<file path="src/rtl/pc_sequencer.sv">
// Fetch/decode/execute control sequencer for the 8-bit core.
// Registers only the state and the retired-instruction counter.
module pc_sequencer #(
   parameter int CNT_W = 16
) (
   input  logic             clk,
   input  logic             reset,
   input  logic             start,
   input  logic [3:0]       opcode,
   input  logic             zero,
   input  logic             mem_ready,
   output logic             LoadPC,
   output logic             IncPC,
   output logic             LoadIR,
   output logic             LoadOp,
   output logic             LoadAcc,
   output logic [1:0]       alu_op,
   output logic             mem_rd,
   output logic             mem_wr,
   output logic             addr_sel,
   output logic             halted,
   output logic [2:0]       state,
   output logic [CNT_W-1:0] instr_count
);

   typedef enum logic [2:0] {
      IDLE     = 3'd0,
      FETCH    = 3'd1,
      DECODE   = 3'd2,
      FETCH_OP = 3'd3,
      EXEC     = 3'd4,
      MEM_RD   = 3'd5,
      MEM_WR   = 3'd6,
      HALT     = 3'd7
   } state_t;

   state_t cur, nxt;
   logic   retire;

   logic op_lda, op_sta, op_add, op_sub, op_jmp, op_jz, op_hlt;

   assign op_lda = (opcode == 4'd1);
   assign op_sta = (opcode == 4'd2);
   assign op_add = (opcode == 4'd3);
   assign op_sub = (opcode == 4'd4);
   assign op_jmp = (opcode == 4'd5);
   assign op_jz  = (opcode == 4'd6);
   assign op_hlt = (opcode == 4'd7);

   assign state = cur;

   always_ff @(posedge clk or negedge reset) begin
      if (!reset) begin
         cur         <= IDLE;
         instr_count <= '0;
      end else begin
         cur <= nxt;
         if (retire)
            instr_count <= instr_count + CNT_W'(1);
      end
   end

   always_comb begin
      nxt      = cur;
      retire   = 1'b0;
      LoadPC   = 1'b0;
      IncPC    = 1'b0;
      LoadIR   = 1'b0;
      LoadOp   = 1'b0;
      LoadAcc  = 1'b0;
      alu_op   = 2'b00;
      mem_rd   = 1'b0;
      mem_wr   = 1'b0;
      addr_sel = 1'b0;
      halted   = 1'b0;
      case (cur)
         IDLE: begin
            if (start)
               nxt = FETCH;
         end
         FETCH: begin
            mem_rd = 1'b1;
            if (mem_ready) begin
               LoadIR = 1'b1;
               IncPC  = 1'b1;
               nxt    = DECODE;
            end
         end
         DECODE: begin
            // Everything not listed (0 and 8-F) retires as a one-byte NOP.
            unique case (1'b1)
               op_hlt: begin
                  retire = 1'b1;
                  nxt    = HALT;
               end
               op_lda, op_sta, op_add,
               op_sub, op_jmp, op_jz:
                  nxt = FETCH_OP;
               default: begin
                  retire = 1'b1;
                  nxt    = FETCH;
               end
            endcase
         end
         FETCH_OP: begin
            mem_rd = 1'b1;
            if (mem_ready) begin
               LoadOp = 1'b1;
               IncPC  = 1'b1;
               nxt    = EXEC;
            end
         end
         EXEC: begin
            unique case (1'b1)
               op_jmp: begin
                  LoadPC = 1'b1;
                  retire = 1'b1;
                  nxt    = FETCH;
               end
               op_jz: begin
                  LoadPC = zero;
                  retire = 1'b1;
                  nxt    = FETCH;
               end
               op_sta:
                  nxt = MEM_WR;
               op_lda, op_add, op_sub:
                  nxt = MEM_RD;
               default: begin
                  retire = 1'b1;
                  nxt    = FETCH;
               end
            endcase
         end
         MEM_RD: begin
            mem_rd   = 1'b1;
            addr_sel = 1'b1;
            if (op_add)
               alu_op = 2'b01;
            else if (op_sub)
               alu_op = 2'b10;
            if (mem_ready) begin
               LoadAcc = 1'b1;
               retire  = 1'b1;
               nxt     = FETCH;
            end
         end
         MEM_WR: begin
            mem_wr   = 1'b1;
            addr_sel = 1'b1;
            if (mem_ready) begin
               retire = 1'b1;
               nxt    = FETCH;
            end
         end
         HALT: begin
            halted = 1'b1;
         end
         default: nxt = IDLE;
      endcase
   end

endmodule

</file>
<file path="config.mk">
export PLATFORM = sky130hd
export DESIGN_NAME = pc_sequencer
export DESIGN_NICKNAME = d
export VERILOG_FILES = /design/src/rtl/pc_sequencer.sv
export SDC_FILE = /design/constraint.sdc
export NUM_CORES = 1
export LEC_CHECK = 0
export CAP_MARGIN = 20
export CORE_MARGIN = 4
export CORE_UTILIZATION = 44
export CTS_CLUSTER_SIZE = 8
export DETAILED_ROUTE_END_ITERATION = 16
export PLACE_DENSITY_LB_ADDON = 0.2
export SETUP_SLACK_MARGIN = 0.15
export SLEW_MARGIN = 25
export SYNTH_ARGS = -nofsm -noshare
export SYNTH_HDL_FRONTEND = slang
export SYNTH_SLANG_ARGS = --single-unit
</file>
<file path="constraint.sdc">
create_clock -name clk -period 1.9 [get_ports clk]
set_input_delay 0.19 -clock clk [delete_from_list [all_inputs] [get_ports clk]]
set_output_delay 0.19 -clock clk [all_outputs]
set_load 0.05 [all_outputs]
</file>
==> flow_summary.toml, run 1 <==
[cells_and_area]
nets = 183
num_antenna_cells = 0
drive_above_1_share_pct = 29.7
utilization_pct = 79.3
seq_area_um2 = 479
multiInputGateArea_um2 = 738
final_cell_area_mm2 = 0.00184
fillers = 167
synthToLayoutAreaGrowth_pct = 65.0

[route]
wl_met3_um = 190
firstDrtPassIters = 4
via_per_inst = 5.47
drc = 0
dr.first_iter.drc_count = 29
top_layer = "met4"
via_count = 1093
routedWlPerCell_um = 15.5
ant_nets = 0
dr_wl_met2_mm = 1.48
wl_met1_mm = 1.38
drt_wl_total_mm = 3.10

[placed_design]
pre_cts_ws_ps = -230
port_buffers = 38
place_area_mm2 = 0.00170
place_congestion = 0.836
dp.final_hpwl_mm = 2.20

[floorplan]
start_util_pct = 48.1
die_area_mm2 = 0.00340
rows = 17
die_h_um = 58.3
core_region_area_mm2 = 0.00232
ioPinCount = 39
die_w_um = 58.3

[timing]
hold_ws_ps = 213
worst_slack_ps = 149
worstMarginPinSlew_ps = 521
slew_violations = 0
fin_crit_ps = 1750
setup_viol_count_final = 0
finClkSkew_ps = 0.627
rsz0062_at_grt = "yes"
hold_viol = 0
fmax_mhz = 571
fin_crit_sh_pct = 92.2
slew-limit-headroom_pct = 65.2

[grt]
grt_pass1_vias = 1002
overflow = 0
antenna_found_initial = 0
grt.total_usage_pct = 18.5
grt_pass1_wl_mm = 4.85
grt_max_degree = 20

[job]
maxCapViolCount = 0

[synth]
synth_warnings = 0
ys_ff_latch = 19
synth_top_area_cell = "dfrtp_1"
synthesis.nets = 132
synth.cell_area_mm2 = 0.00111
postSynthAreaPerCell_um2 = 9.14
yosysSeqAreaShare_pct = 42.6
synth_top_area_share_pct = 42.6
async_reset_ff_share_pct = 100
synthFlopType = "dfrtp_1"
synth_edf_count = 0
synthTopCellsByArea = "dfrtp_1, xnor2_1, nand2_1"
synthDistinctLibCells = 33
syn_inst = 122

[clock_network]
ctsLongestPathBuffers = 2
cts_tree = "yes"
cts_buffers = 3
clock_sinks = 19
ctsRootBufferMaster = "clkbuf_4"
insertion_delay_ps = 300
cts_hold_buffers = 0
clk_pin_slew_ps = 100
cts_max_level = 1

[setup_path]
worstSetupPathType = "flip-flop to flip-flop"
r2r_start = "state[1]"
critPathLaunch = "state[1]"
critical_path_buf_inv_count = 0
worstPathMaxFanout = 8
arrival_ps = 1980
required_ps = 2130
r2r_setup_slack_ps = 150
worst_setup_path_end_kind = "flip-flop"
path_cells = "xor2_2 -> a32oi_2 -> o2bb2ai_4 -> nor3_1 -> xor2_1"
crit_family = "flip-flops"
cpMaxStageDelayCell = "dfrtp_2"
start_kind = "flip-flop"
cpPeakStageDelay_ps = 480

[status]
status = "finished clean"

[power_and_ir_drop]
switching_share_pct = 51.8
clkPwrFrac_pct = 8.2
power_w = 0.00252
powerDensity_mw_per_mm2 = 1370
power_leakage_nw = 0.912
p_comb_share_pct = 66.5
power_frac_seq_pct = 25.3
internal-power_w = 0.00121
power_switching_w = 0.00130
peakVddDrop_mv = 1.24

[min_path]
hold_path_class = "input pin to asynchronous set/reset pin"
[cell type report]
type	count	area share, %
Tap cell	28	1.90
Clock buffer	4	1.43
Sequential cell	19	26.1
Multi-Input combinational cell	97	40.1
Timing Repair Buffer	49	29.7
Inverter	3	0.816
[through the flow]
| stage | std cells | TNS [ps] |
|---|---|---|
| after CTS | 199 | 0 |
| after global routing | 200 | 0 |
| after floorplan | 122 | 0 |
| final | 200 | 0 |
| after detailed placement | 193 | -2410 |
| after global placement | 193 | -1230 |
[repair_timing]
item                       4_1_cts  5_1_grt
pin swaps                        0        6
setup buffers                    2        1
setup endpoints to repair       18       25
resized for setup               12       17
[registers in the layout, indices dropped and copies added (netlist names)]
signal	cells
instr_count	16
state	3
[final timing paths]
kind / endpoint / depth (start not counted)
setup / recovery: instr_count[11] / 5
hold / removal: instr_count[12] / 2
setup reg to reg: instr_count[11] / 5
hold reg to reg: instr_count[15] / 1
max in group asynchronous: state[0] / 2
min in group clk: instr_count[15] / 1
[cell usage in the layout, fill, tap and decap left out, drive strengths merged, types with 3 or more instances in the layout]
master,instances
and2,3
nor3,5
dfrtp,19
and3,3
xor2,5
nor4,5
clkbuf,4
xnor2,11
nand3,8
dlygate4sd2,8
buf,23
nand4,3
clkdlybuf4s50,9
nor2,9
a21oi,4
nand2,15
o21ai,5
dlymetal6s2s,9
[synth_stat cells, types with 2 or more instances]
cell type  count
dfrtp_1       19
nand2_1       15
xnor2_1       11
nor2_1         9
nand3_1        8
nor3_1         5
nor4_1         5
o21ai_0        5
xor2_1         5
a21oi_1        4
and2_1         3
inv_1          3
nand4_1        3
and2b_2        2
and3_1         2
and4_1         2
buf_2          2
nand2b_1       2
nor2b_1        2
o211ai_1       2
[per-layer routing]
metal	vias up	global-route usage, %
met5	-	0
met4	0	3.97
met3	7	5.04
met2	42	29.2
met1	517	25.3
li1	527	-
[power by group through the flow]
stage	Combinational (W)	Clock (W)	Sequential, W
floorplan	0.000753	0	0.000882
global placement	0.00150	0	0.000645
detailed placement	0.00152	0	0.000650
CTS	0.00158	0.000204	0.000624
global route	0.00176	0.000232	0.000656
finish	0.00167	0.000207	0.000636
[kinds of logic after synthesis]
kind of cell | share of synthesized area, %
buffers and inverters | 2.24
flip-flops | 42.6
multiplexers | 1.01
adder cells (fa/ha/maj) | 1.12
AO/OA/AOI/OAI | 11.0
XOR/XNOR | 12.6
AND/OR/NAND/NOR | 29.4
(Power assumes the default switching activity.)
==> run 2: changes to the inputs <==
CORE_ASPECT_RATIO = 1.4   (was default)
REMOVE_ABC_BUFFERS = 1   (was default)
==> run 2 against run 1 <==
  * Utilization grew 8.5 points
  * Wire length grew 40%
  * Clock-buffer cell count is the same
  * Sequential power grew 1%
  * Fmax shrank 6.1%
  * Global-route usage grew 2.9 points
==> flow_summary.toml, run 2 (same netlist as run 1, synthesis figures left out) <==
[floorplan]
rows = 21
ioPinCount = 39
die_area_mm2 = 0.00341
die_h_um = 67.6
die_w_um = 50.5
start_util_pct = 46.1
core_region_area_mm2 = 0.00242

[setup_path]
worstPathMaxFanout = 7
r2r_start = "state[0]"
required_ps = 2130
cpMaxStageDelayCell = "dfrtp_2"
start_kind = "flip-flop"
arrival_ps = 2100
critical_path_buf_inv_count = 1
worstSetupPathType = "flip-flop to flip-flop"
r2r-end = "instr_count[13]"
crit_family = "flip-flops"
cpPeakStageDelay_ps = 490
r2r_setup_slack_ps = 40
worst_setup_path_end_kind = "flip-flop"
rr_worst_depth = 6
path_cells = "buf_6 -> nor2_2 -> o211ai_1 -> o2bb2ai_4 -> nor4_2 -> xor2_1"

[cells_and_area]
largest_reg_flops = 16
final_cell_mix = "buf_4, dfrtp_1, nand2_1, xnor2_1, dlymetal6s2s_1"
mostFrequentLayoutCell = "buf_4"
utilization_pct = 87.8
seq_area_um2 = 479
multiInputGateArea_um2 = 841
fillers = 126
final_cell_area_mm2 = 0.00212
synthToLayoutAreaGrowth_pct = 90.3
regMostFlops = "instr_count"
drive_above_1_share_pct = 42.7
nets = 203
num_antenna_cells = 0

[route]
routedWlPerCell_um = 19.3
drt_wl_total_mm = 4.35
drc = 0
via_per_inst = 5.75
firstDrtPassIters = 4
dr.first_iter.drc_count = 48
ant_nets = 0
via_count = 1300

[power_and_ir_drop]
power_leakage_nw = 1.06
peakVddDrop_mv = 1.22
powerDensity_mw_per_mm2 = 1450

[placed_design]
place_congestion = 0.827
place_area_mm2 = 0.00171
dp.final_hpwl_mm = 2.34
pre_cts_ws_ps = -173
port_buffers = 38

[timing]
fin_crit_ps = 1860
hold_viol = 0
fin_crit_sh_pct = 98.1
slew-limit-headroom_pct = 63.3
slew_violations = 0
finClkSkew_ps = 9.07
worst_slack_ps = 35.6
fin_setup_tns_ps = 0
fmax_mhz = 536
rsz0062_at_grt = "yes"
worstMarginPinSlew_ps = 553
setup_viol_count_final = 0

[clock_network]
clk_pin_slew_ps = 120
cts_tree = "yes"
insertion_delay_ps = 310
clock_sinks = 19
cts_max_level = 1
cts_hold_buffers = 0
cts_buffers = 3
ctsLongestPathBuffers = 2
ctsRootBufferMaster = "clkbuf_4"

[grt]
overflow = 0
grt_max_degree = 20
antenna_found_initial = 0
grt_pass1_wl_mm = 5.54
grt_pass1_vias = 1211
grt.total_usage_pct = 21.4

[status]
status = "finished clean"

[min_path]
hold_path_class = "input pin to asynchronous set/reset pin"

[job]
maxCapViolCount = 0
[run 2: cell count changes in the layout (fill, tap and decap cells not counted), sizes merged]
cell	change
clkinvlp	-1
dlymetal6s2s	+1
inv	+1
a2bb2oi	+1
dlygate4sd2	-1
buf	+21
clkdlybuf4s50	-2
[run 2: what timing repair did]
item | 4_1_cts | 5_1_grt
gates cloned | 0 | 1
setup endpoints to repair | 20 | 30
pin swaps | 6 | 14
buffers inserted | 7 | 9
gates resized for setup | 33 | 29
[run 2: area by class of cell]
type	count	area share, %
clock buffer	4	1.24
inverter	3	0.531
sequential	19	22.6
tap	34	2.00
timing repair buffer	68	34.0
multi-input combinational	98	39.6
[run 2: worst max path at each step]
stage / start / end / slack, ps / depth (start not counted)
after floorplan: state[2] / alu_op[0] / -960 / 3
after global placement: opcode[0] / instr_count[3] / -90 / 6
after detailed placement: opcode[0] / instr_count[10] / -170 / 7
after CTS: state[1] / alu_op[0] / 80 / 6
after global routing: state[0] / instr_count[7] / -30 / 7
final: state[0] / instr_count[13] / 40 / 6
[run 2: worst reg2reg max path: cells and delay by family (launching register included)]
family / cells / cell delay, ps
XOR/XNOR: 1 / 170
flip-flops: 1 / 490
buffers and inverters: 1 / 160
AND/OR/NAND/NOR: 2 / 480
AO/OA/AOI/OAI: 2 / 480
[run 2: through the flow]
step	instances	hold WS, ps	total power, W
finish	226	197	0.00308
global route	226	224	0.00320
CTS	216	213	0.00269
detailed placement	205	468	0.00223
global placement	205	461	0.00220
floorplan	119	-106	0.00154
[run 2: where the power goes]
group          internal [W]  switching (W)
Sequential         0.000494       0.000151
Combinational      0.000963        0.00126
Clock             0.0000820       0.000134
[run 2: per-layer routing]
layer | share of wire, % | wire length (µm) | vias to the layer above | global-route usage, %
met5 | 0 | 0 | - | 0
met1 | 36 | 1570 | 619 | 23.1
met2 | 52 | 2280 | 81 | 40.4
met4 | 5.4 | 235 | 0 | 10.1
met3 | 6.1 | 266 | 25 | 3.09
li1 | - | - | 575 | -
==> run 3: changes to the inputs <==
CAP_MARGIN = 0   (was 20)
==> results of run 3 <==
Same layout as run 2: the final DEF is identical, and so are final timing and power.
